[src/rtl/dmem_copy_engine.sv]
// dmem_copy_engine
// Second bus master beside the MIPS datapath that copies a block of 16-bit
// words from one word-aligned byte region to another over the DMemory_IO bus.
// External arbitration hands the bus to this engine while busy is high.
//
// Ports:
//   clock       rising-edge clock
//   reset       synchronous active-high reset
//   start       job request, only looked at while idle
//   src_addr    source byte address (bit 0 dropped at capture)
//   dst_addr    destination byte address (bit 0 dropped at capture)
//   word_count  number of 16-bit words to move
//   fill_mode   (DMA_FILL_EN only) write fill_value instead of copying
//   fill_value  (DMA_FILL_EN only) word written in fill mode
//   bus_rdata   responder read data, valid in the same cycle as bus_read
//   bus_addr    bus byte address
//   bus_wdata   bus write data
//   bus_read    read strobe
//   bus_write   write strobe, committed by the responder on the rising edge
//   busy        high whenever a job is in flight (any state but IDLE)
//   done        one-cycle completion pulse
//
// Build option: define DMA_FILL_EN to add the memory-fill mode.
module dmem_copy_engine #(
    parameter int ADDR_STEP = 2,
    parameter int CNT_W     = 8
) (
    input  logic             clock,
    input  logic             reset,
    input  logic             start,
    input  logic [15:0]      src_addr,
    input  logic [15:0]      dst_addr,
    input  logic [CNT_W-1:0] word_count,
`ifdef DMA_FILL_EN
    input  logic             fill_mode,
    input  logic [15:0]      fill_value,
`endif
    input  logic [15:0]      bus_rdata,
    output logic [15:0]      bus_addr,
    output logic [15:0]      bus_wdata,
    output logic             bus_read,
    output logic             bus_write,
    output logic             busy,
    output logic             done
);

    typedef enum logic [1:0] {
        IDLE  = 2'd0,
        READ  = 2'd1,
        WRITE = 2'd2,
        DONE  = 2'd3
    } state_t;

    localparam logic [15:0]      STEP = 16'(ADDR_STEP);
    localparam logic [CNT_W-1:0] ONE  = {{(CNT_W-1){1'b0}}, 1'b1};

    state_t           state;
    logic [15:0]      src_ptr;
    logic [15:0]      dst_ptr;
    logic [CNT_W-1:0] remaining;

`ifdef DMA_FILL_EN
    logic        fill_reg;
    logic [15:0] fill_val_reg;
    logic        start_fill;
    logic [15:0] start_fill_val;
    assign start_fill     = fill_mode;
    assign start_fill_val = fill_value;
`else
    localparam logic        fill_reg       = 1'b0;
    localparam logic [15:0] fill_val_reg   = 16'h0000;
    localparam logic        start_fill     = 1'b0;
    localparam logic [15:0] start_fill_val = 16'h0000;
`endif

    // All outputs are registered and loaded together with the next state, so
    // they always reflect the state the machine is in. The bus_wdata register
    // doubles as the data holding register: the word read in READ is loaded
    // straight into it on the READ->WRITE edge.
    always_ff @(posedge clock) begin
        if (reset) begin
            state     <= IDLE;
            src_ptr   <= 16'h0000;
            dst_ptr   <= 16'h0000;
            remaining <= '0;
            bus_addr  <= 16'h0000;
            bus_wdata <= 16'h0000;
            bus_read  <= 1'b0;
            bus_write <= 1'b0;
            busy      <= 1'b0;
            done      <= 1'b0;
`ifdef DMA_FILL_EN
            fill_reg     <= 1'b0;
            fill_val_reg <= 16'h0000;
`endif
        end else begin
            case (state)
                IDLE: begin
                    if (start) begin
                        src_ptr   <= {src_addr[15:1], 1'b0};
                        dst_ptr   <= {dst_addr[15:1], 1'b0};
                        remaining <= word_count;
                        busy      <= 1'b1;
`ifdef DMA_FILL_EN
                        fill_reg     <= fill_mode;
                        fill_val_reg <= fill_value;
`endif
                        if (word_count == '0) begin
                            state <= DONE;
                            done  <= 1'b1;
                        end else if (start_fill) begin
                            // Fill jobs have no read phase at all.
                            state     <= WRITE;
                            bus_write <= 1'b1;
                            bus_addr  <= {dst_addr[15:1], 1'b0};
                            bus_wdata <= start_fill_val;
                        end else begin
                            state    <= READ;
                            bus_read <= 1'b1;
                            bus_addr <= {src_addr[15:1], 1'b0};
                        end
                    end
                end

                READ: begin
                    state     <= WRITE;
                    bus_read  <= 1'b0;
                    bus_write <= 1'b1;
                    bus_addr  <= dst_ptr;
                    bus_wdata <= bus_rdata;
                end

                WRITE: begin
                    dst_ptr   <= dst_ptr + STEP;
                    remaining <= remaining - ONE;
                    if (!fill_reg) begin
                        src_ptr <= src_ptr + STEP;
                    end
                    // remaining still holds the count including the word
                    // being written now, so 1 means this is the last one.
                    if (remaining != ONE) begin
                        if (fill_reg) begin
                            bus_addr  <= dst_ptr + STEP;
                            bus_wdata <= fill_val_reg;
                        end else begin
                            state     <= READ;
                            bus_write <= 1'b0;
                            bus_read  <= 1'b1;
                            bus_addr  <= src_ptr + STEP;
                            bus_wdata <= 16'h0000;
                        end
                    end else begin
                        state     <= DONE;
                        bus_write <= 1'b0;
                        bus_addr  <= 16'h0000;
                        bus_wdata <= 16'h0000;
                        done      <= 1'b1;
                    end
                end

                DONE: begin
                    state <= IDLE;
                    done  <= 1'b0;
                    busy  <= 1'b0;
                end

                default: begin
                    state     <= IDLE;
                    bus_read  <= 1'b0;
                    bus_write <= 1'b0;
                    bus_addr  <= 16'h0000;
                    bus_wdata <= 16'h0000;
                    busy      <= 1'b0;
                    done      <= 1'b0;
                end
            endcase
        end
    end

endmodule

[config.mk]
export PLATFORM = sky130hd
export DESIGN_NAME = dmem_copy_engine
export DESIGN_NICKNAME = d
export VERILOG_FILES = /design/src/rtl/dmem_copy_engine.sv
export SDC_FILE = /design/constraint.sdc
export NUM_CORES = 1
export LEC_CHECK = 0
export BUFFER_PORTS_ARGS = -buffer_cell sky130_fd_sc_hd__buf_2
export CORE_UTILIZATION = 37
export CTS_CLUSTER_DIAMETER = 30
export DETAILED_ROUTE_END_ITERATION = 10
export GPL_ROUTABILITY_DRIVEN = 0
export SYNTH_ARGS = -nofsm -noshare
export SYNTH_HDL_FRONTEND = slang
export SYNTH_SLANG_ARGS = --single-unit
[constraint.sdc]
create_clock -name clock -period 2.2 [get_ports clock]
set_input_delay 0.55 -clock clock [delete_from_list [all_inputs] [get_ports clock]]
set_output_delay 0.55 -clock clock [all_outputs]
set_load 0.05 [all_outputs]
==> results.py <==
metrics = {
    "synth": {
        "synth.avg_cell_area_um2": 7.926,
        "syn_nets": 633,
        "ys_ff_latch": 76,
        "synth_cell_types": 63,
        "ys_dominant_reg_cell": "dfxtp_1",
        "synth-edff-count": 0,
        "async_flop_share_pct": 0,
        "yosysWarningCount": 0,
        "syn_area_um2": 4478,
        "yosysMostFrequentCell": "dfxtp_1",
        "yosys.area.top_type": "dfxtp_1",
        "yosysSeqAreaShare_pct": 33.98,
        "synthTopCellsByArea": "dfxtp_1 34%, a21oi_1 4.4%, a22oi_1 4.2%",
        "synth_cells": 565,
        "synth_top_area_share_pct": 33.98,
        "synth_common_cells": "76 x dfxtp_1, 50 x nand2_1, 50 x nor2_1, 39 x a21oi_1, 30 x clkbuf_1",
    },
    "final_layout": {
        "final_cells": 809,
        "syn_to_final_growth_pct": 24.08,
        "antenna_cells": 0,
        "fin_nets": 729,
        "drive_gt1_share_pct": 25.08,
        "stdcell_area_um2": 5557,
    },
    "worst_setup_path": {
        "critPathMaxFanout": 9,
        "start_kind": "flop",
        "crit_slowest_cell": "nor3b_4",
        "worstSetupPathType": "reg2reg",
        "cp-end-kind": "flop",
        "cp.required_ns": 2.43,
        "critical_path.cell_chain": "inv_1, ha_1, nor3b_4, a21oi_2, buf_4, nand3b_1, a32o_1",
        "arrival_ns": 2.25,
        "cp.buffers_inverters": 2,
        "crit_path_max_incr_delay_ns": 0.48,
        "critPathTopFamily": "simple AND/OR/NAND/NOR gates",
    },
    "sta": {
        "min_period_over_period_pct": 92.00,
        "finalCriticalPeriod_ns": 2.024,
        "rsz0062_at_grt": "no",
        "finClkSkew_ns": 0.003974,
        "fmax_mhz": 494.1,
        "drv_slew": 0,
        "max_slew_margin_pct": 55.70,
        "worst_slew_pin_slew_ns": 0.6638,
        "hold_violations": 0,
        "setup_viol_count_final": 0,
    },
    "drt": {
        "firstDrtPassIters": 7,
        "wl_per_cell_um": 17.37,
        "drc_errors": 4,
        "vias_per_cell": 5.910,
        "vias": 4781,
        "first_iter_violations": 289,
        "drt-total-wl_mm": 14.06,
        "ant_nets": 0,
    },
    "worst_hold_path": {
        "worstHoldPathType": "in2reg",
    },
    "clock_tree": {
        "numCtsBuffers": 9,
        "cts_max_level": 3,
        "cts_resized": 2,
        "clkTransAtPathRegs_ns": 0.06,
        "clkLatencyLatePin_ns": 0.34,
        "root_buffer": "clkbuf_16",
        "clock-sinks": 76,
        "cts_setup_buffers": 0,
        "cts_tree": "built",
        "cts.path.max_buffers": 2,
        "ctsHoldBuffers": 0,
    },
    "run_status": {
        "status": "complete, but fails checks",
        "violations": "design-rule violations",
    },
    "placed_design": {
        "place_area_um2": 5241,
        "io_buffers": 92,
        "dp_cells": 793,
        "hpwl_mm": 10.27,
    },
    "floorplanning": {
        "num_rows": 39,
        "die_w_um": 112.0,
        "initial_core_util_pct": 38.56,
        "ioPinCount": 95,
        "core_um2": 11610,
        "die-area_um2": 12550,
        "die_h_um": 112.0,
    },
    "grt": {
        "antenna_found_initial": 0,
        "grt_pass1_vias": 4546,
        "overflow": 0,
        "grt_pass1_wl_mm": 22.91,
        "gr-usage-all-layers_pct": 23.20,
        "grt_max_degree": 38,
    },
    "power_and_ir_drop": {
        "ir_drop_v": 0.0009107,
        "power_density_nw_per_um2": 1474,
        "leakage_nw": 2.208,
    },
    "flow_run": {
        "max-cap-violations": 0,
    },
}
## metal layers
| layer | wire [um] | GRT usage, % | vias to the layer above |
|---|---|---|---|
| li1 | - | - | 2327 |
| met4 | 257 | 7.111 | 0 |
| met1 | 6191 | 29.45 | 2243 |
| met3 | 1065 | 6.371 | 21 |
| met5 | 0 | 0 | - |
| met2 | 6540 | 38.39 | 190 |
## state kept, by name, indices dropped and copies added, names as in the netlist
signal     flops
bus_addr      16
state          2
src_ptr       15
done           1
bus_write      1
bus_wdata     16
dst_ptr       15
bus_read       1
remaining      8
busy           1
## through the flow
stage                     setup WS, ns  TNS, ns  hold slack, ns  utilization, %  total power [W]
final                           0.1761        0          0.4376           47.85         0.008189
after global routing           0.02966        0          0.4302           47.85         0.008755
after CTS                       0.1333        0          0.4254           47.81         0.008227
after detailed placement      -0.05687  -0.5907          0.4503           45.13         0.006670
after global placement         0.04334        0          0.4444           45.13         0.006574
after floorplan                 0.3281        0          0.4875               -         0.005358
## cell usage in the layout, fill, tap and decap left out, types with 6 or more instances in the layout
cell type,count
buf_2,92
dfxtp_1,76
nand2_1,50
nor2_1,49
a21oi_1,38
buf_4,37
o21ai_0,27
a22oi_1,25
inv_1,22
nor3_1,21
nand3_1,14
nand4_1,12
nor2b_1,12
a211oi_1,11
nor4_1,10
mux2i_1,9
clkbuf_16,9
ha_1,8
and3_1,7
a31oi_1,7
o32ai_1,7
a221oi_1,7
a21o_1,6
a311oi_1,6
or4_1,6
o31ai_1,6
o21a_1,6
## final cells by class
type,instances,area [um^2]
Tap cell,143,178.9
Multi-Input combinational cell,422,2713
Clock inverter,6,63.81
Sequential cell,76,1521
Clock buffer,10,239.0
Timing Repair Buffer,130,758.2
Fill cell,1155,6057
Inverter,22,82.58
## worst paths after layout
check,to,cells after the start,startpoint,slack [ns]
worst max-delay path,bus_addr[9],7,remaining[1],0.18
worst min-delay path,bus_wdata[8],3,bus_rdata[8],0.44
worst max register to register,bus_addr[9],7,remaining[1],0.18
worst min register to register,bus_addr[0],1,bus_addr[0],0.45
## worst reg2reg max path: stages (launching register included)
cell and delay (ns):
dfxtp_1 0.31, inv_1 0.07, ha_1 0.17, nor3b_4 0.48, a21oi_2 0.26, buf_4 0.22, nand3b_1 0.15, a32o_1 0.26
## cell families (layout without fill, tap and decap cells)
family | Yosys count | count (layout) | synth area share (%)
XOR/XNOR | 3 | 3 | 0.5869
AND/OR/NAND/NOR | 208 | 208 | 24.34
buffers and inverters | 67 | 168 | 5.868
adder cells (fa/ha/maj) | 9 | 9 | 2.515
multiplexers | 12 | 12 | 2.738
flip-flops | 76 | 76 | 33.98
AO/OA/AOI/OAI | 190 | 190 | 29.98
## report_power, final
part / internal, W / total (W) / switching (W)
sequential: 0.00185 / 0.00229 / 0.000445
clock: 0.000907 / 0.00152 / 0.000610
combinational: 0.00149 / 0.00438 / 0.00289
total: 0.00424 / 0.00819 / 0.00395
Power figures use the tool's default switching activity.
